`src/rtl/exp_align_pipe.sv`:
```
`default_nettype none
// ============================================================================
//  Module      : exp_align_pipe
//  Description : Two-stage exponent compare / operand swap / mantissa
//                alignment front end for the FPU add/sub datapath. Orders
//                the operands by magnitude, right-shifts the smaller mantissa
//                by the exponent difference and folds the shifted-out bits
//                into a sticky bit. Valid/ready handshake with backpressure.
//  Revision    : 1.0 - initial release
// ============================================================================
module exp_align_pipe #(
    parameter int EXP_W = 8,
    parameter int MAN_W = 23
) (
    input  logic               i_clk,
    input  logic               i_rst,
    input  logic               i_valid,
    output logic               o_ready,
    input  logic               i_sign_a,
    input  logic [EXP_W-1:0]   i_exp_a,
    input  logic [MAN_W-1:0]   i_man_a,
    input  logic               i_sign_b,
    input  logic [EXP_W-1:0]   i_exp_b,
    input  logic [MAN_W-1:0]   i_man_b,
    input  logic               i_op,
    output logic               o_valid,
    input  logic               i_ready,
    output logic               o_swapped,
    output logic               o_sign_greater,
    output logic               o_sign_less,
    output logic               o_eff_sub,
    output logic [EXP_W-1:0]   o_exp_greater,
    output logic [EXP_W-1:0]   o_exp_diff,
    output logic [MAN_W+3:0]   o_man_greater,
    output logic [MAN_W+3:0]   o_man_less
);

    // Extended mantissa: {hidden, fraction, guard, round, sticky}
    localparam int          c_XW        = MAN_W + 4;
    // Any shift at or beyond this distance leaves only the sticky bit
    localparam logic [31:0] c_FAR_SHIFT = 32'(MAN_W + 3);

    // ------------------------------------------------------------------
    // Handshake: both stages advance together whenever the output slot
    // is empty or being drained this cycle.
    // ------------------------------------------------------------------
    logic w_en;
    logic r_valid;

    assign w_en    = ~r_valid | i_ready;
    assign o_ready = w_en;

    // ------------------------------------------------------------------
    // Stage 1 combinational: op adjust, effective exponents, ordering
    // ------------------------------------------------------------------
    logic             w_sign_b_adj;
    logic             w_hid_a;
    logic             w_hid_b;
    logic [EXP_W-1:0] w_eexp_a;
    logic [EXP_W-1:0] w_eexp_b;
    logic [MAN_W:0]   w_sig_a;
    logic [MAN_W:0]   w_sig_b;
    logic             w_swap;

    assign w_sign_b_adj = i_sign_b ^ i_op;
    assign w_hid_a      = |i_exp_a;
    assign w_hid_b      = |i_exp_b;
    // Denormals behave as exponent 1 so they line up with the smallest normals
    assign w_eexp_a     = w_hid_a ? i_exp_a : EXP_W'(1);
    assign w_eexp_b     = w_hid_b ? i_exp_b : EXP_W'(1);
    assign w_sig_a      = {w_hid_a, i_man_a};
    assign w_sig_b      = {w_hid_b, i_man_b};
    // Full ties keep A as the greater operand
    assign w_swap       = (w_eexp_a < w_eexp_b) |
                          ((w_eexp_a == w_eexp_b) & (w_sig_a < w_sig_b));

    logic             r_s1_valid;
    logic             r_s1_swap;
    logic             r_s1_sign_g;
    logic             r_s1_sign_l;
    logic [EXP_W-1:0] r_s1_exp_g;
    logic [EXP_W-1:0] r_s1_diff;
    logic [MAN_W:0]   r_s1_sig_g;
    logic [MAN_W:0]   r_s1_sig_l;

    // Stage 1 register: capture ordered operands and exponent difference
    always_ff @(posedge i_clk) begin
        if (i_rst) begin
            r_s1_valid  <= 1'b0;
            r_s1_swap   <= 1'b0;
            r_s1_sign_g <= 1'b0;
            r_s1_sign_l <= 1'b0;
            r_s1_exp_g  <= '0;
            r_s1_diff   <= '0;
            r_s1_sig_g  <= '0;
            r_s1_sig_l  <= '0;
        end else if (w_en) begin
            r_s1_valid  <= i_valid;
            r_s1_swap   <= w_swap;
            r_s1_sign_g <= w_swap ? w_sign_b_adj : i_sign_a;
            r_s1_sign_l <= w_swap ? i_sign_a     : w_sign_b_adj;
            r_s1_exp_g  <= w_swap ? w_eexp_b     : w_eexp_a;
            r_s1_diff   <= w_swap ? (w_eexp_b - w_eexp_a) : (w_eexp_a - w_eexp_b);
            r_s1_sig_g  <= w_swap ? w_sig_b      : w_sig_a;
            r_s1_sig_l  <= w_swap ? w_sig_a      : w_sig_b;
        end
    end

    // ------------------------------------------------------------------
    // Stage 2 combinational: right-shift the lesser mantissa with sticky
    // ------------------------------------------------------------------
    logic [c_XW-1:0] w_ext_l;
    logic [c_XW-1:0] w_shifted;
    logic [c_XW-1:0] w_lost_mask;
    logic            w_lost;
    logic            w_far;
    logic [c_XW-1:0] w_aligned;

    assign w_ext_l     = {r_s1_sig_l, 3'b000};
    assign w_far       = 32'(r_s1_diff) >= c_FAR_SHIFT;
    assign w_shifted   = w_ext_l >> r_s1_diff;
    // Ones in exactly the bit positions that fall off the bottom
    assign w_lost_mask = ~({c_XW{1'b1}} << r_s1_diff);
    assign w_lost      = |(w_ext_l & w_lost_mask);
    assign w_aligned   = w_far ? {{(c_XW-1){1'b0}}, |w_ext_l}
                               : {w_shifted[c_XW-1:1], w_shifted[0] | w_lost};

    logic             r_swapped;
    logic             r_sign_g;
    logic             r_sign_l;
    logic             r_eff_sub;
    logic [EXP_W-1:0] r_exp_g;
    logic [EXP_W-1:0] r_exp_diff;
    logic [c_XW-1:0]  r_man_g;
    logic [c_XW-1:0]  r_man_l;

    // Stage 2 register: aligned mantissas and final operand attributes
    always_ff @(posedge i_clk) begin
        if (i_rst) begin
            r_valid    <= 1'b0;
            r_swapped  <= 1'b0;
            r_sign_g   <= 1'b0;
            r_sign_l   <= 1'b0;
            r_eff_sub  <= 1'b0;
            r_exp_g    <= '0;
            r_exp_diff <= '0;
            r_man_g    <= '0;
            r_man_l    <= '0;
        end else if (w_en) begin
            r_valid    <= r_s1_valid;
            r_swapped  <= r_s1_swap;
            r_sign_g   <= r_s1_sign_g;
            r_sign_l   <= r_s1_sign_l;
            r_eff_sub  <= r_s1_sign_g ^ r_s1_sign_l;
            r_exp_g    <= r_s1_exp_g;
            r_exp_diff <= r_s1_diff;
            r_man_g    <= {r_s1_sig_g, 3'b000};
            r_man_l    <= w_aligned;
        end
    end

    assign o_valid        = r_valid;
    assign o_swapped      = r_swapped;
    assign o_sign_greater = r_sign_g;
    assign o_sign_less    = r_sign_l;
    assign o_eff_sub      = r_eff_sub;
    assign o_exp_greater  = r_exp_g;
    assign o_exp_diff     = r_exp_diff;
    assign o_man_greater  = r_man_g;
    assign o_man_less     = r_man_l;

endmodule
`default_nettype wire
```
`config.mk`:
```
export PLATFORM = sky130hd
export DESIGN_NAME = exp_align_pipe
export DESIGN_NICKNAME = d
export VERILOG_FILES = /design/src/rtl/exp_align_pipe.sv
export SDC_FILE = /design/constraint.sdc
export NUM_CORES = 1
export LEC_CHECK = 0
export CORE_ASPECT_RATIO = 0.6
export CORE_UTILIZATION = 44
export DETAILED_ROUTE_END_ITERATION = 6
export PLACE_DENSITY = 0.68
export SLEW_MARGIN = 40
export SYNTH_ARGS = -nofsm -noshare
export SYNTH_HDL_FRONTEND = slang
export SYNTH_SLANG_ARGS = --single-unit
```
`constraint.sdc`:
```
create_clock -name i_clk -period 4.54 [get_ports i_clk]
set_input_delay 0.908 -clock i_clk [delete_from_list [all_inputs] [get_ports i_clk]]
set_output_delay 0.908 -clock i_clk [all_outputs]
set_load 0.02 [all_outputs]
```
==> key figures <==
Route
  – Wire per inst: 16.4 um
  – Vias: 7937
  – Remaining DRCs: 9
  – Final WL: 23300 um
  – 1st-pass router iterations: 7
  – Iter 0 DRT Violations: 777
  – Antenna Nets Post-Route: 0
  – Avg Vias per Cell: 5.61

Global routing
  – Antenna violations before repair: 0
  – Largest net degree at the start of global routing: 171
  – Vias in the first global route: 7040
  – First-pass GRT wire length: 37500 um
  – Grt ovf: 0
  – Tot GR Track Use: 24.0%

Job
  – Max Cap Viol: 0

STA
  – Final Cycle Share: 93.7%
  – RSZ-0062 raised after global routing: false
  – Tightest Pin Transition: 0.757 ns
  – Final setup violation count: 0
  – Endpoints failing hold: 0
  – Max-slew violations: 0
  – TNS Setup: 0 ns
  – Highest clock rate: 235 MHz
  – Min cycle time layout: 4.25 ns
  – Relative slew margins: 49.1%
  – Clock Skews: 0.0126 ns

Synthesis
  – Register area share after synthesis: 33.6%
  – Synth Area in Simple Gates: 19.2%
  – Compound-Gate Fraction of Synth Area: 22.5%
  – XOR/XNOR Fraction of Synth Area: 0.525%
  – Synth cell types: 64
  – Mean Syn Cell Area: 7.73 um^2
  – Synth Register Bits: 140
  – Asr flop ratio synth: 0%
  – Yosys warns: 0
  – Mapped Cells: 1079
  – Post-synth EDFFs: 0
  – Post-synthesis mux area share: 10.5%
  – Synthesized area: 0.00835 mm^2
  – Post-synthesis adder-cell area fraction: 6.18%
  – Combinational family with the most area after synthesis: compound AO/OA/AOI/OAI gates
  – Synth Flop Type: dfxtp_1

Pwr
  – Leak: 4.19 nW
  – P per Cell Area: 383 mW/mm^2
  – Worst vdd ir: 0.000270 V
  – Pwr Total: 4.01 mW

Floorplan
  – Initial Util: 45.6%
  – Die ar.: 0.0195 mm^2
  – I/O pin count: 145
  – Die Y: 109 um
  – Core Region: 0.0183 mm^2
  – Site Rows: 38
  – Die width: 180 um

Worst setup path
  – Startpoint Class: input port
  – CP max stage cell: or4_1
  – CP Cell Sequence: clkdlybuf4s50_1 > or4_1 > nor2_1 > nor2_1 > inv_1 > ha_1 > fa_1 > nor2b_1 > o21ai_0 > a21oi_1 > o211ai_1 > a21oi_2 > nor2_8 > buf_4 > nor2_1 > a21oi_1 > a211oi_1
  – Critical path required time: 4.81 ns
  – Largest delay share family, worst path: simple AND/OR/NAND/NOR gates
  – Worst r2r path cells: 8
  – R2R Setup Slk: 1.74 ns
  – Launching point of the worst reg2reg path: r_s1_diff[7]$_SDFFE_PP0P_
  – Critical path buffers and inverters: 3
  – CP Max Fanout: 22
  – CP most frequent cell: nor2_1
  – CP Capture Type: flip-flop
  – CP Data Arrival Time: 4.53 ns
  – R2R Path End: o_man_less[19]$_SDFFE_PP0P_
  – CP peak stage delay: 0.57 ns
  – Critical path type: input port to flip-flop
  – Critical Path Start: i_exp_b[0]

Final layout
  – Antenna Cells: 0
  – Fill cell count: 1683
  – Most frequent cells in the layout: 151 x nor2_1, 151 x nand2_1, 140 x clkdlybuf4s50_1
  – Area Growth Syn to Fin: 25.2%
  – Multi-input gate area: 0.00493 mm^2
  – Share of layout cells above drive strength 1: 7.57%
  – Final #Nets: 1272
  – Final core utilization: 57.1%
  – FF/Latch Area: 0.00281 mm^2

Placed design
  – I/O Buffers: 141
  – RePlAce Congestion: 0.935
  – Hpwl dp: 16300 um

Hold path
  – Worst hold stages: 2
  – Hold Path Sink: o_man_greater[6]$_SDFFE_PP0P_
  – Hold Path Class: flip-flop to flip-flop
  – Hold Crit Start: r_s1_sig_g[3]$_SDFFE_PP0P_

Clocking
  – Clock transition at path regs: 0.07 ns
  – Worst-skew pair later-pin latency: 0.43 ns
  – CTS tree: done
  – CTS root buffer: clkbuf_16
  – TritonCTS Buffers: 17
  – H-tree Lvls: 4
  – Clock Tree Buf Depth: 2
  – CTS Hold Bufs: 0
  – Total setup buffers inserted after CTS: 0
  – Cts repair resizes: 0
  – Clk sinks: 140

Outcome
  – Violated checks: design-rule violations
  – Outcome: complete, but fails checks
flip-flops by register name (all words and copies together) (netlist names):
| register | cells |
|---|---|
| r_s1_swap | 1 |
| o_valid | 1 |
| r_s1_sign_g | 1 |
| o_eff_sub | 1 |
| r_s1_sign_l | 1 |
| o_man_less | 27 |
| o_man_greater | 24 |
| r_s1_sig_g | 24 |
| o_sign_less | 1 |
| r_s1_exp_g | 8 |
| o_exp_greater | 8 |
| r_s1_diff | 8 |
| o_sign_greater | 1 |
| r_s1_valid | 1 |
| r_s1_sig_l | 24 |
| o_swapped | 1 |
| o_exp_diff | 8 |
layer usage:
| metal | up-vias | share of wire [%] | track usage (%) |
|---|---|---|---|
| met4 | 0 | 0.91 | 5.48 |
| met3 | 28 | 7.0 | 5.01 |
| met2 | 268 | 41 | 34.4 |
| met1 | 3681 | 51 | 36.1 |
| met5 | - | 0 | 0 |
| li1 | 3960 | - | - |
worst max path at each step:
stage               cells after the start                           to  slack [ns]
finish                                 17  r_s1_sig_l[21]$_SDFFE_PP0P_        0.29
floorplan                              15    r_s1_diff[6]$_SDFFE_PP0P_        0.88
detailed placement                     17  r_s1_sig_l[21]$_SDFFE_PP0P_        0.01
global route                           17  r_s1_sig_l[21]$_SDFFE_PP0P_        0.07
CTS                                    17  r_s1_sig_l[21]$_SDFFE_PP0P_        0.38
global placement                       17  r_s1_sig_l[21]$_SDFFE_PP0P_        0.02
synth_stat cells, types with 4 or more instances:
cell	number	share of area, %
nand3_1	13	0.78
nor4_1	8	0.60
a22o_1	6	0.63
ha_1	38	5.7
a2111oi_0	4	0.42
nand3b_1	6	0.54
nand2_1	151	6.8
a211oi_1	64	5.8
inv_1	42	1.9
dfxtp_1	140	34
o21ai_0	35	2.1
mux2i_1	47	5.6
a22oi_1	12	1.1
a221oi_1	4	0.42
buf_4	9	0.81
mux2_2	10	1.3
nor3_1	12	0.72
nand4_1	6	0.45
nor2_1	151	6.8
a21oi_1	133	8.0
nand2b_1	8	0.60
clkbuf_1	78	3.5
o211ai_1	8	0.72
nor2b_1	4	0.30
a31oi_1	7	0.52
mux4_2	13	3.5
buf_2	6	0.36
power by group:
part	internal, mW	switching [mW]
clock	0.794	0.634
combinational	0.480	0.623
sequential	1.34	0.132
metrics by stage:
step | hold slack (ns) | area [um^2] | setup slack, ns | std cells
floorplan | 0.432 | 8350 | 0.881 | 1081
global placement | 0.440 | 9830 | 0.0236 | 1383
detailed placement | 0.443 | 9850 | 0.0115 | 1384
CTS | 0.452 | 10400 | 0.380 | 1416
global route | 0.469 | 10400 | 0.0682 | 1416
finish | 0.446 | 10400 | 0.288 | 1416
cell type report:
| type | instances | area share [%] |
|---|---|---|
| Clock inverter | 14 | 1.47 |
| Multi-Input combinational cell | 796 | 47.2 |
| Clock buffer | 18 | 4.20 |
| Tap cell | 240 | 2.87 |
| Timing Repair Buffer | 163 | 15.7 |
| Inverter | 45 | 1.64 |
| Sequential cell | 140 | 26.9 |
worst reg2reg max path: stages, from the launching register on:
cell      delay, ns
dfxtp_1        0.33
or2_2          0.50
nor2_1         0.33
o21ai_0        0.27
nand2b_1       0.22
buf_4          0.17
nor3_1         0.59
nand2b_1       0.16
a21oi_1        0.15
kinds of logic after synthesis:
family,after synthesis
AO/OA/AOI/OAI,302
AND/OR/NAND/NOR,376
XOR/XNOR,5
other,1
flip-flops,140
buffers and inverters,145
adder cells (fa/ha/maj),40
multiplexers,70
No activity file was read; power rests on OpenSTA's default activity.
